$ cat src/rtl/write_frame_func.sv
// write_frame_func: emits one Ethernet frame, a header followed by payload beats read from a word memory.
// Latency: header valid 1 cycle after start; first payload beat 1 cycle after the first memory read.
// Backpressure: header holds until s_eth_hdr_ready; a 2-entry buffer absorbs tready stalls and reads are credit-throttled.
module write_frame_func #(
  parameter int DATA_WIDTH = 8,
  parameter int LEN_WIDTH  = 16,
  parameter int ADDR_WIDTH = 16,
  localparam int KEEP_WIDTH = DATA_WIDTH / 8
) (
  input  logic                  clk,
  input  logic                  rst,
  input  logic                  start,
  input  logic [LEN_WIDTH-1:0]  payload_len,
  input  logic [47:0]           dest_mac_in,
  input  logic [47:0]           src_mac_in,
  input  logic [15:0]           eth_type_in,
  output logic                  idle,
  output logic                  valid,
  output logic                  pay_ren,
  output logic [ADDR_WIDTH-1:0] pay_raddr,
  input  logic [DATA_WIDTH-1:0] pay_rdata,
  output logic                  s_eth_hdr_valid,
  input  logic                  s_eth_hdr_ready,
  output logic [47:0]           s_eth_dest_mac,
  output logic [47:0]           s_eth_src_mac,
  output logic [15:0]           s_eth_type,
  output logic [DATA_WIDTH-1:0] s_eth_payload_axis_tdata,
  output logic [KEEP_WIDTH-1:0] s_eth_payload_axis_tkeep,
  output logic                  s_eth_payload_axis_tvalid,
  input  logic                  s_eth_payload_axis_tready,
  output logic                  s_eth_payload_axis_tlast,
  output logic                  s_eth_payload_axis_tuser,
  input  logic                  busy
);

  localparam int KEEP_SHIFT = $clog2(KEEP_WIDTH);

  typedef enum logic [1:0] {IDLE, HDR, PAYLOAD, DONE} state_t;

  state_t                state;
  logic [LEN_WIDTH-1:0]  len_q;
  logic [ADDR_WIDTH-1:0] rd_idx;
  logic [ADDR_WIDTH-1:0] last_idx;
  logic                  rd_done;

  // Beat whose memory read was issued last cycle; its data is on pay_rdata now.
  logic                  fl_vld;
  logic                  fl_last;
  logic [KEEP_WIDTH-1:0] fl_keep;

  // Two-entry skid buffer for beats that could not leave when they arrived.
  logic [DATA_WIDTH-1:0] buf_data [2];
  logic [KEEP_WIDTH-1:0] buf_keep [2];
  logic                  buf_last [2];
  logic                  buf_wr;
  logic                  buf_rd;
  logic [1:0]            buf_cnt;

  logic [LEN_WIDTH-1:0]  rem;
  logic [KEEP_WIDTH-1:0] last_keep;
  logic [1:0]            owned;
  logic                  rd_last;
  logic                  ren;
  logic                  hs;
  logic                  push;
  logic                  pop;

  assign rem     = len_q & LEN_WIDTH'(KEEP_WIDTH - 1);
  assign rd_last = (rd_idx == last_idx);
  assign owned   = buf_cnt + {1'b0, fl_vld};
  assign hs      = s_eth_payload_axis_tvalid & s_eth_payload_axis_tready;

  // A read is only issued if every beat already owned plus the new one fits in the buffer,
  // counting a beat leaving this cycle as freed space.
  assign ren       = !rst && (state == PAYLOAD) && !rd_done && ((owned < 2'd2) || hs);
  assign pay_ren   = ren;
  assign pay_raddr = ren ? rd_idx : '0;

  // An arriving beat bypasses the buffer when the buffer is empty and the sink takes it now.
  assign push = fl_vld && !((buf_cnt == 2'd0) && s_eth_payload_axis_tready);
  assign pop  = hs && (buf_cnt != 2'd0);

  assign s_eth_payload_axis_tvalid = (buf_cnt != 2'd0) || fl_vld;
  assign s_eth_payload_axis_tuser  = 1'b0;

  // Byte enables of the final beat: low (len mod KEEP_WIDTH) bytes, or all when the remainder is zero.
  always_comb begin
    last_keep = '0;
    for (int i = 0; i < KEEP_WIDTH; i++) begin
      last_keep[i] = (rem == '0) || (LEN_WIDTH'(i) < rem);
    end
  end

  // Present the oldest buffered beat, else the beat arriving from memory this cycle.
  always_comb begin
    s_eth_payload_axis_tdata = '0;
    s_eth_payload_axis_tkeep = '0;
    s_eth_payload_axis_tlast = 1'b0;
    if (buf_cnt != 2'd0) begin
      s_eth_payload_axis_tdata = buf_data[buf_rd];
      s_eth_payload_axis_tkeep = buf_keep[buf_rd];
      s_eth_payload_axis_tlast = buf_last[buf_rd];
    end else if (fl_vld) begin
      s_eth_payload_axis_tdata = pay_rdata;
      s_eth_payload_axis_tkeep = fl_keep;
      s_eth_payload_axis_tlast = fl_last;
    end
  end

  // Track in-flight read and maintain the skid buffer.
  always_ff @(posedge clk) begin
    if (rst) begin
      fl_vld  <= 1'b0;
      fl_last <= 1'b0;
      fl_keep <= '0;
      buf_wr  <= 1'b0;
      buf_rd  <= 1'b0;
      buf_cnt <= 2'd0;
    end else begin
      fl_vld  <= ren;
      fl_last <= ren && rd_last;
      fl_keep <= (ren && rd_last) ? last_keep : '1;
      if (push) begin
        buf_data[buf_wr] <= pay_rdata;
        buf_keep[buf_wr] <= fl_keep;
        buf_last[buf_wr] <= fl_last;
        buf_wr           <= ~buf_wr;
      end
      if (pop) begin
        buf_rd <= ~buf_rd;
      end
      buf_cnt <= buf_cnt + {1'b0, push} - {1'b0, pop};
    end
  end

  // Frame sequencing: accept request, offer header, walk payload addresses, pulse completion.
  always_ff @(posedge clk) begin
    if (rst) begin
      state           <= IDLE;
      idle            <= 1'b1;
      valid           <= 1'b0;
      s_eth_hdr_valid <= 1'b0;
      s_eth_dest_mac  <= '0;
      s_eth_src_mac   <= '0;
      s_eth_type      <= '0;
      len_q           <= '0;
      rd_idx          <= '0;
      last_idx        <= '0;
      rd_done         <= 1'b0;
    end else begin
      case (state)
        IDLE: begin
          valid <= 1'b0;
          if (start && !busy) begin
            s_eth_dest_mac  <= dest_mac_in;
            s_eth_src_mac   <= src_mac_in;
            s_eth_type      <= eth_type_in;
            len_q           <= payload_len;
            s_eth_hdr_valid <= 1'b1;
            idle            <= 1'b0;
            state           <= HDR;
          end
        end
        HDR: begin
          if (s_eth_hdr_ready) begin
            s_eth_hdr_valid <= 1'b0;
            rd_idx          <= '0;
            rd_done         <= 1'b0;
            // Index of the final beat; computed from len-1 so the maximum length cannot overflow.
            last_idx        <= ADDR_WIDTH'((len_q - LEN_WIDTH'(1)) >> KEEP_SHIFT);
            if (len_q == '0) begin
              valid <= 1'b1;
              state <= DONE;
            end else begin
              state <= PAYLOAD;
            end
          end
        end
        PAYLOAD: begin
          if (ren) begin
            if (rd_last) begin
              rd_done <= 1'b1;
            end else begin
              rd_idx <= rd_idx + ADDR_WIDTH'(1);
            end
          end
          if (hs && s_eth_payload_axis_tlast) begin
            valid <= 1'b1;
            state <= DONE;
          end
        end
        DONE: begin
          valid <= 1'b0;
          idle  <= 1'b1;
          state <= IDLE;
        end
        default: begin
          idle  <= 1'b1;
          valid <= 1'b0;
          state <= IDLE;
        end
      endcase
    end
  end

endmodule

$ cat config.mk
export PLATFORM = sky130hd
export DESIGN_NAME = write_frame_func
export DESIGN_NICKNAME = d
export VERILOG_FILES = /design/src/rtl/write_frame_func.sv
export SDC_FILE = /design/constraint.sdc
export NUM_CORES = 1
export LEC_CHECK = 0
export CORE_MARGIN = 4
export CORE_UTILIZATION = 60
export DETAILED_ROUTE_END_ITERATION = 10
export DONT_BUFFER_PORTS = 1
export PLACE_DENSITY = 0.81
export SYNTH_ARGS = -nofsm -noshare
export SYNTH_HDL_FRONTEND = slang
export SYNTH_SLANG_ARGS = --single-unit
$ cat constraint.sdc
create_clock -name clk -period 2.7 [get_ports clk]
set_input_delay 0.675 -clock clk [delete_from_list [all_inputs] [get_ports clk]]
set_output_delay 0.675 -clock clk [all_outputs]
set_load 0.02 [all_outputs]
==> impl_metrics.py, run 1 <==
metrics = {
    "drt": {
        "num_vias": 6470,
        "routed_wl_um": 20500,
        "drtIter0Drc": 558,
        "post-route-drc-count": 0,
        "first_pass_iters": 5,
        "drtAntennaViolNets": 0,
        "routed_via_density": 5.77,
        "wl_per_cell_um": 18.2,
    },
    "layout": {
        "final_common_cell": "nand2_1",
        "area_growth_syn_to_layout_pct": 11.3,
        "nFillCells": 1022,
        "mostFrequentLayoutCells": "nand2_1, dfxtp_1, a21oi_1",
        "diodes": 0,
        "fin_nets": 1087,
        "drive_above_1_share_pct": 10.0,
        "fin_area_um2": 8870,
    },
    "clock_tree": {
        "numCtsBuffers": 17,
        "clkSlewWorstSetupHoldPaths_ns": 0.07,
        "clock_sink_count": 194,
        "clk-insertion-delay-late_ns": 0.42,
        "cts_hold_buffers": 0,
        "post_cts_buffers": 0,
        "tritoncts": "yes",
        "htreeDepth": 4,
        "root_buffer": "clkbuf_16",
        "cts.path.max_buffers": 2,
    },
    "pwr": {
        "peakVddDrop_v": 0.000511,
        "p_leak_nw": 3.27,
        "power_density_nw_per_um2": 806,
    },
    "worst_hold_path": {
        "hp-class": "input port to register",
    },
    "floorplanning": {
        "fp-row-count": 41,
        "die_area_um2": 15200,
        "ios": 286,
        "dieWidth_um": 123,
        "start_util_pct": 62.2,
        "core_um2": 12800,
        "die_y_um": 123,
    },
    "grt": {
        "grt_pass1_wl_um": 30500,
        "grt_max_degree": 166,
        "grt_usage_pct": 25.7,
        "grt_overflow_total": 0,
        "grt_pass1_vias": 5945,
        "antenna_found_initial": 0,
    },
    "sta": {
        "hold_viol_final": 0,
        "slew_headroom_pct": 59.5,
        "tightest_slew_ns": 0.602,
        "fmaxAchievable_mhz": 381,
        "period_minus_slack_ns": 2.62,
        "slew_violations": 0,
        "fin_crit_sh_pct": 97.2,
        "skew_ns": 0.00754,
        "setup_viol": 0,
        "setup_tns_ns": 0,
        "rsz0062_at_grt": "false",
    },
    "yosys": {
        "yosysSeqAreaShare_pct": 51.2,
        "ys_seq_elements": 194,
        "ys.flop_type": "dfxtp_1",
        "synth_edf_count": 20,
        "ys_async_sr_fraction_pct": 0,
        "syn-cell-area_um2": 7970,
        "syn-num-nets": 1103,
        "synth_cell_type_count": 53,
        "yosysWarnings": 0,
        "synthSimpleGateAreaFrac_pct": 23.7,
        "synth_compound_area_share_pct": 14.3,
        "synthCells": 953,
        "synth.avg_cell_area_um2": 8.36,
        "synth_top_family_by_area": "simple AND/OR/NAND/NOR gates",
        "synthMuxAreaShare_pct": 2.04,
        "synthXorXnorAreaFrac_pct": 3.63,
        "synthAdderAreaFrac_pct": 1.26,
    },
    "placement": {
        "port_buffers": 0,
        "placed_cell_area_um2": 8190,
        "dp_hpwl_um": 14600,
        "finalWeightedCongestion": 0.899,
    },
    "worst_setup_path": {
        "cp.required_ns": 2.03,
        "start_kind": "register",
        "critPathKind": "register to primary output",
        "cp_max_fo": 4,
        "critPathArrivalTime_ns": 1.95,
        "cp-end-kind": "primary output",
    },
    "flow_run": {
        "maxCapViolCount": 0,
    },
    "run_status": {
        "status": "complete, no violations",
    },
}
synthesized netlist by cell type, types with 2 or more instances:
cell	instances	area, um2
a2111oi_0	2	17.5
a211oi_1	15	113
a21o_1	3	22.5
a21oi_1	136	681
a31oi_1	8	50.1
and2_1	19	119
and3_1	2	12.5
and4_1	3	26.3
buf_1	2	7.51
buf_2	7	35.0
clkbuf_1	58	218
dfxtp_1	174	3480
edfxtp_1	20	601
ha_1	8	100
inv_1	8	30.0
mux2_2	2	22.5
mux2i_1	14	140
nand2_1	288	1080
nand2b_1	7	43.8
nand3_1	20	100
nand4_1	12	75.1
nor2_1	32	120
nor2b_1	11	68.8
nor3_1	7	35.0
nor4_1	7	43.8
o211ai_1	6	45.0
o21a_1	2	15.0
o21ai_0	12	60.1
o311ai_0	4	35.0
o31ai_1	2	15.0
or3_1	2	12.5
or4_1	8	60.1
xnor2_1	9	78.8
xor2_1	24	210
report_power, final:
group,switching (mW),internal (mW)
sequential,0.310,3.09
combinational,0.714,0.454
clock,1.10,1.47
state kept, by name (all words and copies together) (netlist names), 2 cells and up, named ones only:
| register | count |
|---|---|
| buf_last | 2 |
| len_q | 16 |
| s_eth_src_mac | 48 |
| buf_keep | 2 |
| state | 2 |
| s_eth_type | 16 |
| last_idx | 16 |
| s_eth_dest_mac | 48 |
| rd_idx | 16 |
| buf_cnt | 2 |
| buf_data | 16 |
worst max-delay path, cell delays in order (launching register included):
cell and delay (ns):
dfxtp_1 0.42, ha_4 0.19, nand2b_4 0.07, a2111oi_4 0.44, buf_2 0.23, and2_4 0.18
layout make-up:
class / instances / area, um2 / share of cell area (%)
flip-flops and latches: 194 / 4090 / 46.1
multi-input cells: 681 / 3640 / 41.1
clock buffers: 18 / 429 / 4.84
repair buffers: 34 / 285 / 3.22
well taps: 172 / 215 / 2.43
clock inverters: 14 / 174 / 1.96
inverters: 9 / 33.8 / 0.381
kinds of logic (layout without fill, tap and decap cells):
group	count (synthesis)	in the layout
XOR/XNOR	33	33
flip-flops	194	194
adder cells (fa/ha/maj)	8	8
AO/OA/AOI/OAI	198	198
other	1	1
multiplexers	16	16
buffers and inverters	78	75
AND/OR/NAND/NOR	425	425
metal layers:
metal | global-route usage [%] | wire (um)
met1 | 31.5 | 8050
met2 | 42.0 | 10200
met3 | 10.0 | 1880
met4 | 7.89 | 381
met5 | 0 | 0
repair_timing:
item                                    CTS  global route
gates resized for setup                  18            19
pin swaps                                 0             1
cloned                                    0             2
endpoints found under the setup margin   16            16
through the flow:
stage	hold slack, ns	power, mW	utilization (%)	instances	setup slack (ns)
final	0.309	7.15	69.2	1122	0.0767
after global routing	0.284	7.46	69.2	1122	0.000778
after CTS	0.308	7.17	68.8	1120	0.0125
after detailed placement	0.450	4.61	63.9	1088	0.189
after global placement	0.447	4.58	63.9	1088	0.268
after floorplan	0.426	4.32	-	953	0.0840
final timing paths:
path	from	slack (ns)	endpoint	cells past startpoint
setup / recovery	state[1]	0.08	pay_raddr[11]	5
hold / removal	rst	0.31	rd_idx[1]	1
setup reg to reg	state[1]	0.42	rd_idx[4]	7
hold reg to reg	fl_last	0.47	buf_last[1]	0
No activity file was read; power rests on OpenSTA's default activity.
==> run 2, diff against run 1 <==
- ABC_AREA: not set -> 1
==> run 2 against run 1 <==
First-iteration DRC count rose by 7.7%. Sequential share of layout area decreased by 0.68 points. Fmax rose by 5.0%. Highest routed layer is now met5. Flip-flop and latch count stayed put. Critical endpoint is now pay_raddr[9].
==> impl_metrics.py, run 2 <==
metrics = {
    "yosys": {
        "ys_async_sr_fraction_pct": 0,
        "ys.flop_type": "dfxtp_1",
        "synthCells": 1108,
        "ys_seq_elements": 194,
        "yosys-top-cells-area": "dfxtp_1, nor2_1, o21ai_0",
        "synth.avg_cell_area_um2": 7.37,
        "synth_commonest_cells": "nor2_1, dfxtp_1, o21ai_0, nand2_1, inv_1",
        "synth.most_common_cell": "nor2_1",
        "yosysTopAreaCell": "dfxtp_1",
        "synth_cell_type_count": 34,
        "synth_edf_count": 20,
        "netlist.area_leader.share_pct": 42.7,
        "yosysSeqAreaShare_pct": 50.0,
        "syn-cell-area_um2": 8170,
        "syn-num-nets": 1258,
        "yosysWarnings": 0,
    },
    "worst_setup_path": {
        "start_kind": "register",
        "cp-end-kind": "primary output",
        "path_cells": "inv_1, ha_1, inv_1, nor3_2, nand2_4, nor2_1, buf_4",
        "rrSetupSlack_ns": 0.53,
        "critPathArrivalTime_ns": 1.82,
        "cp_slowest_cell": "dfxtp_1",
        "cp_max_fo": 20,
        "cp_common_cell": "inv_1",
        "cp.required_ns": 2.03,
        "path_delay_family": "simple AND/OR/NAND/NOR gates",
        "critPathMaxStageDelay_ns": 0.36,
        "critPathKind": "register to primary output",
        "path_buf_inv": 3,
    },
    "clock_tree": {
        "clock_sink_count": 194,
        "clk-insertion-delay-late_ns": 0.42,
        "cts-resized-gates": 0,
        "htreeDepth": 4,
        "clkSlewWorstSetupHoldPaths_ns": 0.07,
        "numCtsBuffers": 17,
        "root_buffer": "clkbuf_16",
        "tritoncts": "yes",
        "post_cts_buffers": 0,
        "cts_hold_buffers": 0,
        "cts.path.max_buffers": 2,
    },
    "sta": {
        "skew_ns": 0.0109,
        "slew_headroom_pct": 36.1,
        "worst_hold_slack_ns": 0.314,
        "setup_tns_ns": 0,
        "period_minus_slack_ns": 2.50,
        "setup_viol": 0,
        "fmaxAchievable_mhz": 400,
        "slew_violations": 0,
        "hold_viol_final": 0,
        "tightest_slew_ns": 0.959,
        "rsz0062_at_grt": "false",
        "fin_crit_sh_pct": 92.6,
    },
    "floorplanning": {
        "core_um2": 13300,
        "fp-row-count": 42,
        "die_y_um": 125,
        "start_util_pct": 61.4,
        "die_area_um2": 15500,
        "dieWidth_um": 125,
        "ios": 286,
    },
    "placement": {
        "finalWeightedCongestion": 0.889,
        "port_buffers": 0,
        "place_inst": 1258,
        "dp_hpwl_um": 14600,
    },
    "flow_run": {
        "maxCapViolCount": 0,
    },
    "pwr": {
        "p_leak_nw": 3.83,
        "power_density_nw_per_um2": 991,
        "peakVddDrop_v": 0.000638,
    },
    "run_status": {
        "status": "complete, no violations",
    },
    "drt": {
        "wl_per_cell_um": 16.2,
        "post-route-drc-count": 0,
        "routed_wl_um": 20900,
        "first_pass_iters": 7,
        "drtIter0Drc": 601,
        "drtAntennaViolNets": 0,
        "num_vias": 7031,
        "routed_via_density": 5.45,
    },
    "layout": {
        "fin_nets": 1251,
        "final_cells": 1290,
        "top_regs": "s_eth_dest_mac (48), s_eth_src_mac (48)",
        "diodes": 0,
        "drive_above_1_share_pct": 8.44,
        "mostFrequentLayoutCells": "nor2_1, dfxtp_1, o21ai_0",
        "final_common_cell": "nor2_1",
        "nFillCells": 1104,
        "area_growth_syn_to_layout_pct": 10.1,
    },
    "worst_hold_path": {
        "hp-class": "input port to register",
    },
    "grt": {
        "antenna_found_initial": 2,
        "grt_overflow_total": 0,
        "grt_pass1_vias": 6554,
        "grt_usage_pct": 25.8,
        "grt_max_degree": 117,
        "grt_pass1_wl_um": 32900,
    },
}
run 2: power breakdown:
part           internal [mW]  total (mW)  switching [mW]
registers               3.38        4.13           0.750
logic                  0.695        2.22            1.52
clock network           1.48        2.56            1.07
total                   5.56        8.91            3.35
run 2: worst paths after layout:
check                               from                 to  cells past startpoint
worst max-delay path            state[0]       pay_raddr[9]                      7
worst min-delay path                 rst         rd_idx[11]                      1
worst max register to register  state[0]  s_eth_src_mac[17]                      7
worst min register to register    buf_rd             buf_rd                      1
run 2: cell type report:
| class | instances | area (um2) | share of cell area [%] |
|---|---|---|---|
| clock buffers | 19 | 443 | 4.93 |
| clock inverters | 13 | 154 | 1.71 |
| inverters | 81 | 308 | 3.42 |
| multi-input cells | 773 | 3530 | 39.2 |
| flip-flops and latches | 194 | 4080 | 45.4 |
| well taps | 176 | 220 | 2.45 |
| repair buffers | 34 | 255 | 2.84 |
run 2: kinds of logic (layout without fill, tap and decap cells):
| logic type | count (synthesis) | count (layout) | share of synthesized area, % |
|---|---|---|---|
| fa+ha+maj | 8 | 8 | 1.23 |
| compound gates | 225 | 225 | 14.7 |
| other cells | 1 | 1 | 0.0459 |
| simple gates | 530 | 530 | 26.2 |
| xor+xnor | 9 | 9 | 0.965 |
| buf+inv | 141 | 147 | 6.90 |
| flops | 194 | 194 | 50.0 |
run 2: stage by stage:
stage / utilization (%) / instance area, um2 / setup slack, ns / total power [mW]
2_1_floorplan: - / 8170 / 0.435 / 5.86
3_5_place_dp: 63.1 / 8390 / 0.481 / 6.36
3_3_place_gp: 63.1 / 8390 / 0.539 / 6.30
6_report: 67.6 / 8990 / 0.201 / 8.91
4_1_cts: 67.6 / 8980 / 0.0565 / 8.92
5_1_grt: 67.6 / 8990 / 0.0680 / 9.44
run 2: per-layer routing:
layer | vias up | global-route usage (%) | wire length (um)
li1 | 3539 | - | -
met1 | 3172 | 31.5 | 8300
met2 | 273 | 42.2 | 10200
met3 | 43 | 9.39 | 1880
met4 | 4 | 8.70 | 473
met5 | - | 0 | 26
==> run 3, diff against run 2 <==
==> constraint.sdc (replaced) <==
create_clock -name clk -period 2.7 [get_ports clk]
set_input_delay 0.27 -clock clk [delete_from_list [all_inputs] [get_ports clk]]
set_output_delay 0.27 -clock clk [all_outputs]
set_load 0.02 [all_outputs]
==> run 3 against run 2 <==
The run now ends with negative hold slack left. Die area stayed put. Global-route usage increased by 6.1 points. Worst hold slack worse by 0.32 ns. Clock power hardly changed. Clock skew grew 0.0071 ns. Register-to-register slack worse by 0.21 ns. Sequential power rose by 1%. Power up 3.1%. Setup slack improved by 0.039 ns. Design area up 13%. Sequential share of layout area shrank 5.1 points. Utilization grew 8.5 points. Critical path type unchanged. Critical endpoint is now pay_raddr[7]. Largest cell class unchanged.
==> impl_metrics.py, run 3 (synthesis gave the netlist of run 2 again) <==
metrics = {
    "run_status": {
        "status": "complete, but fails checks",
        "violations": "negative hold slack",
    },
    "placement": {
        "placed_cell_area_um2": 8380,
        "port_buffers": 0,
        "place_inst": 1252,
        "finalWeightedCongestion": 0.907,
        "dp_hpwl_um": 15000,
    },
    "floorplanning": {
        "die_y_um": 125,
        "ios": 286,
        "core_um2": 13300,
        "die_area_um2": 15500,
        "dieWidth_um": 125,
        "fp-row-count": 42,
        "start_util_pct": 61.4,
    },
    "layout": {
        "final_common_cell": "nor2_1",
        "drive_above_1_share_pct": 7.11,
        "multi_input_area_um2": 3520,
        "area_growth_syn_to_layout_pct": 23.9,
        "nFillCells": 905,
        "seqCellArea_um2": 4080,
        "utilization_pct": 76.1,
        "final_cells": 1400,
        "fin_area_um2": 10100,
        "mostFrequentLayoutCells": "nor2_1, dfxtp_1, o21ai_0",
        "top_regs": "s_eth_dest_mac (48), s_eth_src_mac (48)",
        "fin_nets": 1361,
        "diodes": 0,
    },
    "worst_setup_path": {
        "critPathArrivalTime_ns": 2.19,
        "cp-end-kind": "primary output",
        "r2r_end": "s_eth_src_mac[21]",
        "r2r-start": "state[0]",
        "critPathMaxStageDelay_ns": 0.61,
        "cp_max_fo": 20,
        "cp_slowest_cell": "dfxtp_1",
        "path_cells": "inv_1, nand2_2, nand2_1, nand2_1, nand2_2, nor2_1, buf_4",
        "cp.required_ns": 2.43,
        "rrSetupSlack_ns": 0.32,
        "endpoint": "pay_raddr[7]",
        "critPathKind": "register to primary output",
        "r2r_cells": 7,
        "start_kind": "register",
        "crit_start": "fl_vld",
    },
    "grt": {
        "grt_max_degree": 117,
        "grt_pass1_vias": 7832,
        "grt_usage_pct": 31.9,
        "grt_pass1_wl_um": 40200,
        "antenna_found_initial": 0,
        "grt_overflow_total": 0,
    },
    "clock_tree": {
        "root_buffer": "clkbuf_16",
        "htreeDepth": 4,
        "cts.path.max_buffers": 2,
        "clkSlewWorstSetupHoldPaths_ns": 0.07,
        "clock_sink_count": 194,
        "numCtsBuffers": 17,
        "tritoncts": "yes",
        "clk-insertion-delay-late_ns": 0.44,
    },
    "pwr": {
        "p_leak_nw": 4.29,
        "power_density_nw_per_um2": 908,
        "peakVddDrop_v": 0.000633,
        "total_power_mw": 9.19,
    },
    "sta": {
        "skew_ns": 0.0180,
        "fin_crit_sh_pct": 91.1,
        "fmaxAchievable_mhz": 406,
        "period_minus_slack_ns": 2.46,
        "worst_hold_slack_ns": -0.00198,
        "setup_viol": 0,
        "hold_viol_final": 1,
        "setup_tns_ns": 0,
        "rsz0062_at_grt": "false",
        "slew_violations": 0,
        "tightest_slew_ns": 1.03,
        "slew_headroom_pct": 31.5,
    },
    "worst_hold_path": {
        "hp-class": "input port to register",
    },
    "drt": {
        "routed_via_density": 5.71,
        "num_vias": 7991,
        "first_pass_iters": 6,
        "drtIter0Drc": 781,
        "post-route-drc-count": 0,
        "wl_per_cell_um": 18.2,
        "routed_wl_um": 25500,
        "drtAntennaViolNets": 0,
    },
    "flow_run": {
        "maxCapViolCount": 0,
    },
}
==> run 3: cell count changes in the layout (fill, tap and decap cells not counted), moves of 2 or more <==
cell | before | now
buf_12 | 0 | 3
clkinv_1 | 3 | 0
inv_4 | 1 | 3
inv_6 | 3 | 5
inv_8 | 0 | 2
buf_4 | 34 | 25
clkinv_2 | 3 | 1
clkbuf_1 | 1 | 4
dlygate4sd3_1 | 0 | 116
==> run 3: how the worst min path moves through the flow <==
stage | start | end | slack, ns | depth (start not counted)
2_1_floorplan | pay_rdata[0] | buf_data[0][0] | 0.37 | 0
3_3_place_gp | rst | rd_idx[11] | 0.34 | 1
3_5_place_dp | rst | rd_idx[10] | 0.34 | 1
4_1_cts | dest_mac_in[42] | s_eth_dest_mac[42] | 0.001 | 2
5_1_grt | src_mac_in[19] | s_eth_src_mac[19] | 0.004 | 2
6_report | dest_mac_in[42] | s_eth_dest_mac[42] | -0.002 | 2
==> run 3: layout make-up <==
| class | count | area share (%) |
|---|---|---|
| sequential | 194 | 40.4 |
| timing repair buffer | 144 | 13.9 |
| multi-input combinational | 773 | 34.8 |
| tap | 176 | 2.18 |
| clock inverter | 11 | 1.37 |
| inverter | 81 | 3.04 |
| clock buffer | 21 | 4.35 |
==> run 3: metrics by stage <==
| step | worst slack [ns] | hold slack, ns |
|---|---|---|
| global route | 0.104 | 0.00417 |
| finish | 0.240 | -0.00198 |
| detailed placement | 0.524 | 0.337 |
| CTS | 0.252 | 0.000979 |
| global placement | 0.609 | 0.336 |
| floorplan | 0.680 | 0.369 |
==> run 3: repair_timing <==
item	4_1_cts	5_1_grt
endpoints found under the hold margin	142	0
buffers inserted	0	0
resized for setup	0	0
hold buffers	116	0
==> run 3: layer usage <==
layer | global-route usage, % | routed length (um) | vias up
met5 | 0 | 0 | -
met3 | 9.86 | 2600 | 89
li1 | - | - | 3769
met2 | 55.3 | 12700 | 468
met4 | 14.6 | 993 | 0
met1 | 35.7 | 9210 | 3665
==> run 3: critical path, delay by kind of cell (launching register included) <==
kind | cells | cell delay (ns)
AND/OR/NAND/NOR | 5 | 0.86
buffers and inverters | 2 | 0.30
flip-flops | 1 | 0.61
==> run 3: power breakdown <==
part | switching [mW] | internal (mW) | total (mW)
clock | 1.15 | 1.40 | 2.55
combinational | 1.65 | 0.802 | 2.45
sequential | 0.804 | 3.38 | 4.19
total | 3.61 | 5.58 | 9.19
